--- src/rtl/ps2_receiver_pkg.sv ---
// Shared definitions for the PS/2 receiver: register offsets, register bit
// positions, frame FSM encoding and the STATUS count display helper.
`timescale 1ns/1ps
package ps2_receiver_pkg;

   localparam logic [1:0] REG_DATA   = 2'd0;
   localparam logic [1:0] REG_STATUS = 2'd1;
   localparam logic [1:0] REG_CTRL   = 2'd2;

   localparam int ST_NONEMPTY  = 0;
   localparam int ST_FULL      = 1;
   localparam int ST_OVF       = 2;
   localparam int ST_PERR      = 3;
   localparam int ST_FERR      = 4;
   localparam int ST_COUNT_LSB = 8;
   localparam int DATA_VALID   = 8;
   localparam int CTRL_IE      = 0;

   typedef enum logic [1:0] {
      FRM_IDLE,
      FRM_DATA,
      FRM_PARITY,
      FRM_STOP
   } frame_state_e;

   // The STATUS count field is 4 bits wide; deeper FIFOs show 15.
   function automatic logic [3:0] sat_count4(input logic [31:0] cnt);
      return (cnt > 32'd15) ? 4'hF : cnt[3:0];
   endfunction

endpackage

--- src/rtl/ps2_receiver_sync_fifo.sv ---
// Register-based FIFO with show-ahead head; a push while full is accepted
// only when a pop frees a slot in the same cycle.
`timescale 1ns/1ps
module ps2_receiver_sync_fifo #(
   parameter int WIDTH = 8,
   parameter int DEPTH = 8,
   parameter int AW    = $clog2(DEPTH),
   parameter int CW    = $clog2(DEPTH) + 1
) (
   input  logic             clk,
   input  logic             rst_n,
   input  logic             push,
   input  logic             pop,
   input  logic [WIDTH-1:0] wdata,
   output logic [WIDTH-1:0] head,
   output logic             full,
   output logic             empty,
   output logic [CW-1:0]    count
);

   logic [WIDTH-1:0] mem_q [DEPTH];
   logic [AW-1:0]    wr_ptr_q, wr_ptr_d;
   logic [AW-1:0]    rd_ptr_q, rd_ptr_d;
   logic [CW-1:0]    count_q, count_d;
   logic             do_push, do_pop;

   assign empty = (count_q == '0);
   assign full  = (count_q == CW'(DEPTH));
   assign count = count_q;
   assign head  = mem_q[rd_ptr_q];

   always_comb begin
      do_pop   = pop & ~empty;
      do_push  = push & (~full | do_pop);
      wr_ptr_d = wr_ptr_q + AW'(do_push);
      rd_ptr_d = rd_ptr_q + AW'(do_pop);
      count_d  = count_q + CW'(do_push) - CW'(do_pop);
   end

   always_ff @(posedge clk or negedge rst_n) begin
      if (!rst_n) begin
         wr_ptr_q <= '0;
         rd_ptr_q <= '0;
         count_q  <= '0;
      end else begin
         wr_ptr_q <= wr_ptr_d;
         rd_ptr_q <= rd_ptr_d;
         count_q  <= count_d;
      end
   end

   always_ff @(posedge clk) begin
      if (do_push) mem_q[wr_ptr_q] <= wdata;
   end

endmodule

--- src/rtl/ps2_receiver.sv ---
// Memory-mapped PS/2 device-to-host receiver: synchronise and filter the pins,
// deframe bytes, buffer them in a FIFO and raise an active-low interrupt.
`timescale 1ns/1ps
module ps2_receiver
   import ps2_receiver_pkg::*;
#(
   parameter int FIFO_DEPTH     = 8,
   parameter int FILTER_LEN     = 4,
   parameter int TIMEOUT_CYCLES = 10000
) (
   input  logic        clk,
   input  logic        rst_n,
   input  logic        ps2_clk,
   input  logic        ps2_data,
   input  logic [1:0]  addr,
   input  logic        rd_en,
   input  logic        wenable,
   input  logic [7:0]  wdata,
   output logic [31:0] rdata,
   output logic        irq_n
);

   localparam int CNT_W = $clog2(FIFO_DEPTH) + 1;
   localparam int FCW   = $clog2(FILTER_LEN) + 1;
   localparam int TMO_W = $clog2(TIMEOUT_CYCLES) + 1;

   logic clk_s1_q, clk_s2_q, dat_s1_q, dat_s2_q;
   logic filt_q, filt_d, pulse_q, pulse_d;
   logic [FCW-1:0] flt_cnt_q, flt_cnt_d;

   frame_state_e state_q;
   logic [7:0]       shift_q;
   logic [2:0]       bit_cnt_q;
   logic             par_ok_q, perr_set_q, ferr_set_q;
   logic [TMO_W-1:0] tmo_cnt_q;

   logic ie_q, ie_d, ovf_q, ovf_d, perr_q, perr_d, ferr_q, ferr_d, irq_n_q, irq_n_d;
   logic push, pop, wr_status, wr_ctrl;
   logic fifo_full, fifo_empty;
   logic [7:0]       fifo_head;
   logic [CNT_W-1:0] fifo_count;
   logic unused_wdata;

   assign unused_wdata = ^{wdata[7:5], wdata[1]};

   always_ff @(posedge clk or negedge rst_n) begin
      if (!rst_n) begin
         clk_s1_q <= 1'b1;
         clk_s2_q <= 1'b1;
         dat_s1_q <= 1'b1;
         dat_s2_q <= 1'b1;
      end else begin
         clk_s1_q <= ps2_clk;
         clk_s2_q <= clk_s1_q;
         dat_s1_q <= ps2_data;
         dat_s2_q <= dat_s1_q;
      end
   end

   // The filtered clock only flips after FILTER_LEN consecutive opposite samples.
   always_comb begin
      filt_d    = filt_q;
      flt_cnt_d = '0;
      if (clk_s2_q != filt_q) begin
         if (flt_cnt_q == FCW'(FILTER_LEN - 1)) filt_d = clk_s2_q;
         else flt_cnt_d = flt_cnt_q + 1'b1;
      end
      pulse_d = filt_q & ~filt_d;
   end

   always_ff @(posedge clk or negedge rst_n) begin
      if (!rst_n) begin
         state_q    <= FRM_IDLE;
         shift_q    <= '0;
         bit_cnt_q  <= '0;
         par_ok_q   <= 1'b0;
         perr_set_q <= 1'b0;
         ferr_set_q <= 1'b0;
         tmo_cnt_q  <= '0;
      end else begin
         perr_set_q <= 1'b0;
         ferr_set_q <= 1'b0;
         if (state_q != FRM_IDLE && !pulse_q && tmo_cnt_q == TMO_W'(TIMEOUT_CYCLES - 1)) begin
            state_q    <= FRM_IDLE;
            ferr_set_q <= 1'b1;
            tmo_cnt_q  <= '0;
         end else if (pulse_q) begin
            tmo_cnt_q <= '0;
            case (state_q)
               FRM_IDLE: begin
                  if (!dat_s2_q) begin
                     state_q   <= FRM_DATA;
                     bit_cnt_q <= '0;
                  end
               end
               FRM_DATA: begin
                  shift_q   <= {dat_s2_q, shift_q[7:1]};
                  bit_cnt_q <= bit_cnt_q + 1'b1;
                  if (bit_cnt_q == 3'd7) state_q <= FRM_PARITY;
               end
               FRM_PARITY: begin
                  par_ok_q   <= ^{shift_q, dat_s2_q};
                  perr_set_q <= ~^{shift_q, dat_s2_q};
                  state_q    <= FRM_STOP;
               end
               FRM_STOP: begin
                  ferr_set_q <= ~dat_s2_q;
                  state_q    <= FRM_IDLE;
               end
               default: state_q <= FRM_IDLE;
            endcase
         end else if (state_q != FRM_IDLE) begin
            tmo_cnt_q <= tmo_cnt_q + 1'b1;
         end
      end
   end

   // Pushing straight from the stop-bit pulse makes the byte readable next cycle.
   always_comb begin
      push      = pulse_q & (state_q == FRM_STOP) & dat_s2_q & par_ok_q;
      pop       = rd_en & (addr == REG_DATA) & ~fifo_empty;
      wr_status = wenable & (addr == REG_STATUS);
      wr_ctrl   = wenable & (addr == REG_CTRL);
      ie_d      = wr_ctrl ? wdata[CTRL_IE] : ie_q;
      ovf_d     = (ovf_q  & ~(wr_status & wdata[ST_OVF]))  | (push & fifo_full & ~pop);
      perr_d    = (perr_q & ~(wr_status & wdata[ST_PERR])) | perr_set_q;
      ferr_d    = (ferr_q & ~(wr_status & wdata[ST_FERR])) | ferr_set_q;
      irq_n_d   = ~(ie_q & ~fifo_empty);
   end

   always_ff @(posedge clk or negedge rst_n) begin
      if (!rst_n) begin
         filt_q    <= 1'b1;
         flt_cnt_q <= '0;
         pulse_q   <= 1'b0;
         ie_q      <= 1'b0;
         ovf_q     <= 1'b0;
         perr_q    <= 1'b0;
         ferr_q    <= 1'b0;
         irq_n_q   <= 1'b1;
      end else begin
         filt_q    <= filt_d;
         flt_cnt_q <= flt_cnt_d;
         pulse_q   <= pulse_d;
         ie_q      <= ie_d;
         ovf_q     <= ovf_d;
         perr_q    <= perr_d;
         ferr_q    <= ferr_d;
         irq_n_q   <= irq_n_d;
      end
   end

   assign irq_n = irq_n_q;

   ps2_receiver_sync_fifo #(.WIDTH(8), .DEPTH(FIFO_DEPTH)) u_fifo (
      .clk   (clk),
      .rst_n (rst_n),
      .push  (push),
      .pop   (pop),
      .wdata (shift_q),
      .head  (fifo_head),
      .full  (fifo_full),
      .empty (fifo_empty),
      .count (fifo_count)
   );

   always_comb begin
      rdata = '0;
      case (addr)
         REG_DATA: begin
            if (!fifo_empty) begin
               rdata[7:0]        = fifo_head;
               rdata[DATA_VALID] = 1'b1;
            end
         end
         REG_STATUS: begin
            rdata[ST_NONEMPTY] = ~fifo_empty;
            rdata[ST_FULL]     = fifo_full;
            rdata[ST_OVF]      = ovf_q;
            rdata[ST_PERR]     = perr_q;
            rdata[ST_FERR]     = ferr_q;
            rdata[ST_COUNT_LSB +: 4] = sat_count4(32'(fifo_count));
         end
         REG_CTRL: rdata[CTRL_IE] = ie_q;
         default:  rdata = '0;
      endcase
   end

endmodule

--- config.mk ---
export PLATFORM = sky130hd
export DESIGN_NAME = ps2_receiver
export DESIGN_NICKNAME = d
export VERILOG_FILES = /design/src/rtl/ps2_receiver_pkg.sv /design/src/rtl/ps2_receiver_sync_fifo.sv /design/src/rtl/ps2_receiver.sv
export SDC_FILE = /design/constraint.sdc
export NUM_CORES = 1
export LEC_CHECK = 0
export BUFFER_PORTS_ARGS = -buffer_cell sky130_fd_sc_hd__buf_2
export CORE_MARGIN = 2
export CORE_UTILIZATION = 50
export CTS_CLUSTER_DIAMETER = 40
export DETAILED_ROUTE_END_ITERATION = 10
export PLACE_DENSITY = 0.69
export SYNTH_ARGS = -nofsm -noshare
export SYNTH_HDL_FRONTEND = slang
export SYNTH_SLANG_ARGS = --single-unit
--- constraint.sdc ---
create_clock -name clk -period 3.7 [get_ports clk]
set_clock_uncertainty 0.05 [all_clocks]
set_input_delay 0 -clock clk [delete_from_list [all_inputs] [get_ports clk]]
set_output_delay 0 -clock clk [all_outputs]
set_load 0.03 [all_outputs]
==> impl_metrics.yaml <==
timing:
  fmax_mhz: 376.4
  tightest_slew_ns: 0.9341
  drv_slew: 0
  setup_viol: 0
  max_slew_margin: 0.3772
  grt_setup_unrepaired: "no"
  hold_viol_final: 0
  setup_ws_ns: 1.043
  fin_crit_ns: 2.657
  fin_tns_setup_ns: 0
  period_share: 0.7180
yosys:
  yosysWarnings: 0
  synth.area.mux_share: 0.1023
  synth_cell_types: 55
  ys_seq_elements: 119
  syn_avg_cell_area_um2: 14.43
  synth_edf_count: 64
  async_flop_share: 0.4622
  synth_top_area_share: 0.3570
  synth.top_cells.by_area: "edfxtp_1 36%, dfrtp_1 23%, mux4_2 6.3%, ha_1 4.2%, buf_4 3.2%"
  synth_top_family_by_area: "multiplexers"
  synthSimpleGateAreaFrac: 0.09902
  yosysSeqAreaShare: 0.6141
  synth_compound_area_frac: 0.04579
  synthXorXnorAreaFrac: 0.03998
  synthCells: 373
  synth-main-ff-cell: "edfxtp_1"
  syn_area_um2: 5383
  yosysTopAreaCell: "edfxtp_1"
  synthAdderAreaFrac: 0.04556
grt:
  grt_start_max_net_pins: 56
  grt.busiest_layer: "met2"
  grt_overflow: 0
  antenna_found_initial: 0
  met3_usage: 0.04722
  grt_pass1_vias: 3050
  grt_pass1_wl_um: 15550
  use_met1: 0.2272
  groute.layer.met2.usage: 0.2987
  track_usage: 0.1819
run_status:
  status: "completed"
place:
  dpl.hpwl_um: 5968
  gp_congestion: 0.8232
  portBuffers: 24
  place_ws_ns: 1.214
drt:
  ant_nets: 0
  finalWirelength_um: 9479
  drt_iter0_drc: 183
  routedWlPerCell_um: 16.66
  drtPass1Iterations: 4
  drc: 0
  vias: 3045
  vias_per_cell: 5.351
pwr:
  power_density_nw_per_um2: 617.7
  ir_worst_vdd_mv: 0.3073
  leakage_uw: 0.002632
floorplan:
  ioPinCount: 49
  core_area_um2: 10370
  std_cell_rows: 37
  initial_core_util: 0.5191
  die_y_um: 107.8
  fp.dieW_um: 107.8
  die_area_um2: 11610
worst_hold_path:
  hp-start: "ps2_clk"
  min_path_cells: 2
  hold-path-endpoint: "clk_s1_q"
  hold_class: "input port to register"
worst_setup_path:
  cpLargestDelayFamily: "flip-flops"
  worst_setup_path_end_kind: "primary output"
  path_max_fanout: 16
  cpMaxStageDelayCell: "dfrtp_1"
  crit_chain: "mux4_2, mux2i_1, o22ai_1, buf_2"
  r2r-start: "u_fifo.count[2]"
  critical_path_class: "register to primary output"
  worstPathRequired_ns: 3.65
  rr_endpoint: "u_fifo.count[2]"
  rrSetupSlack_ns: 1.17
  slowest_delay_ns: 0.95
  reg2regPathDepth: 10
  arrival_ns: 2.61
  worst-path-buf-inv: 1
  crit_path_start_kind: "register"
finish:
  nets: 455
  n_antenna_cell: 0
  drive_gt1_frac: 0.2263
  area_delta_synth_final_pct: 16.36
run:
  drv_cap: 0
clocking:
  holdBufCountCts: 13
  cts.repair.resized: 0
  ctsRootBufferMaster: "clkbuf_8"
  post_cts_buffers: 0
  worstSkewPairLatency_ns: 0.51
  cts_sinks: 119
  clk_path_buf_depth: 2
  cts_tree: "done"
  clkTransAtPathRegs_ns: 0.06
  cts_max_level: 4
  cts_buffers: 17
## worst register-to-register path: cells and delay by family (launching register included)
family / cells / cell delay, ns
and+or+nand+nor: 2 / 0.65
xor gates and xnor gates: 1 / 0.14
buffers and inverters: 3 / 0.22
adders and majority gates: 4 / 0.99
DFF: 1 / 0.36
## power breakdown
group / internal [uW] / switching, uW / leakage (uW)
combinational: 307 / 318 / 0.00103
clock: 918 / 642 / 0.000276
sequential: 1490 / 196 / 0.00132
total: 2710 / 1160 / 0.00263
## synthesized netlist by cell type (2+ instances only)
| cell | number |
|---|---|
| nand3_1 | 8 |
| and4_1 | 5 |
| inv_1 | 13 |
| nand4bb_1 | 2 |
| a21oi_1 | 4 |
| nand2_1 | 20 |
| nor2_1 | 21 |
| buf_2 | 5 |
| a31oi_1 | 2 |
| buf_4 | 23 |
| and4b_1 | 2 |
| a21o_1 | 3 |
| xnor2_1 | 12 |
| nand4_1 | 9 |
| nor3_1 | 3 |
| dfstp_2 | 6 |
| mux4_2 | 15 |
| nand3b_1 | 2 |
| o2bb2ai_1 | 2 |
| mux2_2 | 10 |
| xor2_1 | 10 |
| o21ai_0 | 7 |
| mux2i_1 | 10 |
| dfrtp_1 | 49 |
| nor2b_1 | 5 |
| o31ai_1 | 4 |
| edfxtp_1 | 64 |
| a22o_1 | 6 |
| clkbuf_1 | 5 |
| nor4b_1 | 4 |
| ha_1 | 18 |
## stage by stage
step           utilization  hold slack (ns)  cell area [um2]  std cells  total power (uW)
2_1_floorplan            -          -0.3456             5454        392              2194
3_3_place_gp        0.5363          0.05489             5562        524              2312
3_5_place_dp        0.5363          0.05615             5562        524              2327
4_1_cts             0.6040          0.04819             6264        569              3918
5_1_grt             0.6040          0.05753             6264        569              4061
6_report            0.6040          0.07979             6264        569              3869
## layer usage
metal / vias up / part of all wire
met2: 72 / 0.50
met4: 0 / 0.013
met5: - / 0
met1: 1518 / 0.45
met3: 11 / 0.036
li1: 1444 / -
## sequential cells by signal (all words and copies together), names as in the netlist, 2 cells and up
signal	flops
u_fifo.mem_q	64
shift_q	8
flt_cnt_q	3
u_fifo.wr_ptr_q	3
bit_cnt_q	3
u_fifo.count	4
u_fifo.rd_ptr_q	3
state_q	2
tmo_cnt_q	15
## layout make-up
cell class,instances,area (um2)
clock buffer,17,414.1
clock inverter,15,157.7
fill,776,4106
inverter,14,55.05
multi-input combinational,225,1866
sequential,119,3306
tap,136,170.2
timing repair buffer,43,295.3
## worst max path at each step
stage	end	depth (start not counted)	start
floorplan	u_fifo.mem_q[2][0]	7	u_fifo.count[2]
global placement	u_fifo.count[2]	10	u_fifo.count[2]
detailed placement	u_fifo.count[2]	10	u_fifo.count[2]
CTS	rdata[4]	4	u_fifo.rd_ptr_q[0]
global route	rdata[1]	4	u_fifo.rd_ptr_q[0]
finish	rdata[1]	4	u_fifo.rd_ptr_q[0]
## placed cells by master (no fill, tap or decap), drive strengths merged, types with 3 or more instances in the layout
| cell | instances |
|---|---|
| nor2 | 21 |
| a21o | 3 |
| nand4 | 9 |
| dlygate4sd3 | 13 |
| a22o | 6 |
| nor3 | 3 |
| buf | 30 |
| dfstp | 6 |
| ha | 18 |
| conb | 20 |
| mux2i | 10 |
| nor4b | 4 |
| a21oi | 4 |
| inv | 23 |
| dfrtp | 49 |
| edfxtp | 64 |
| o31ai | 4 |
| xor2 | 10 |
| xnor2 | 12 |
| nand3 | 8 |
| nand2 | 20 |
| clkinv | 3 |
| and4 | 5 |
| nor2b | 5 |
| mux4 | 15 |
| o21ai | 7 |
| clkbuf | 17 |
| mux2 | 10 |
## cells by family (layout without fill, tap and decap cells)
group           after synthesis  after routing
compound gates               35             35
xor+xnor                     23             23
fa+ha+maj                    19             19
buf+inv                      48             89
flops                       119            119
mux                          35             35
other cells                   1             20
simple gates                 93             93
No activity file was read; power rests on OpenSTA's default activity.
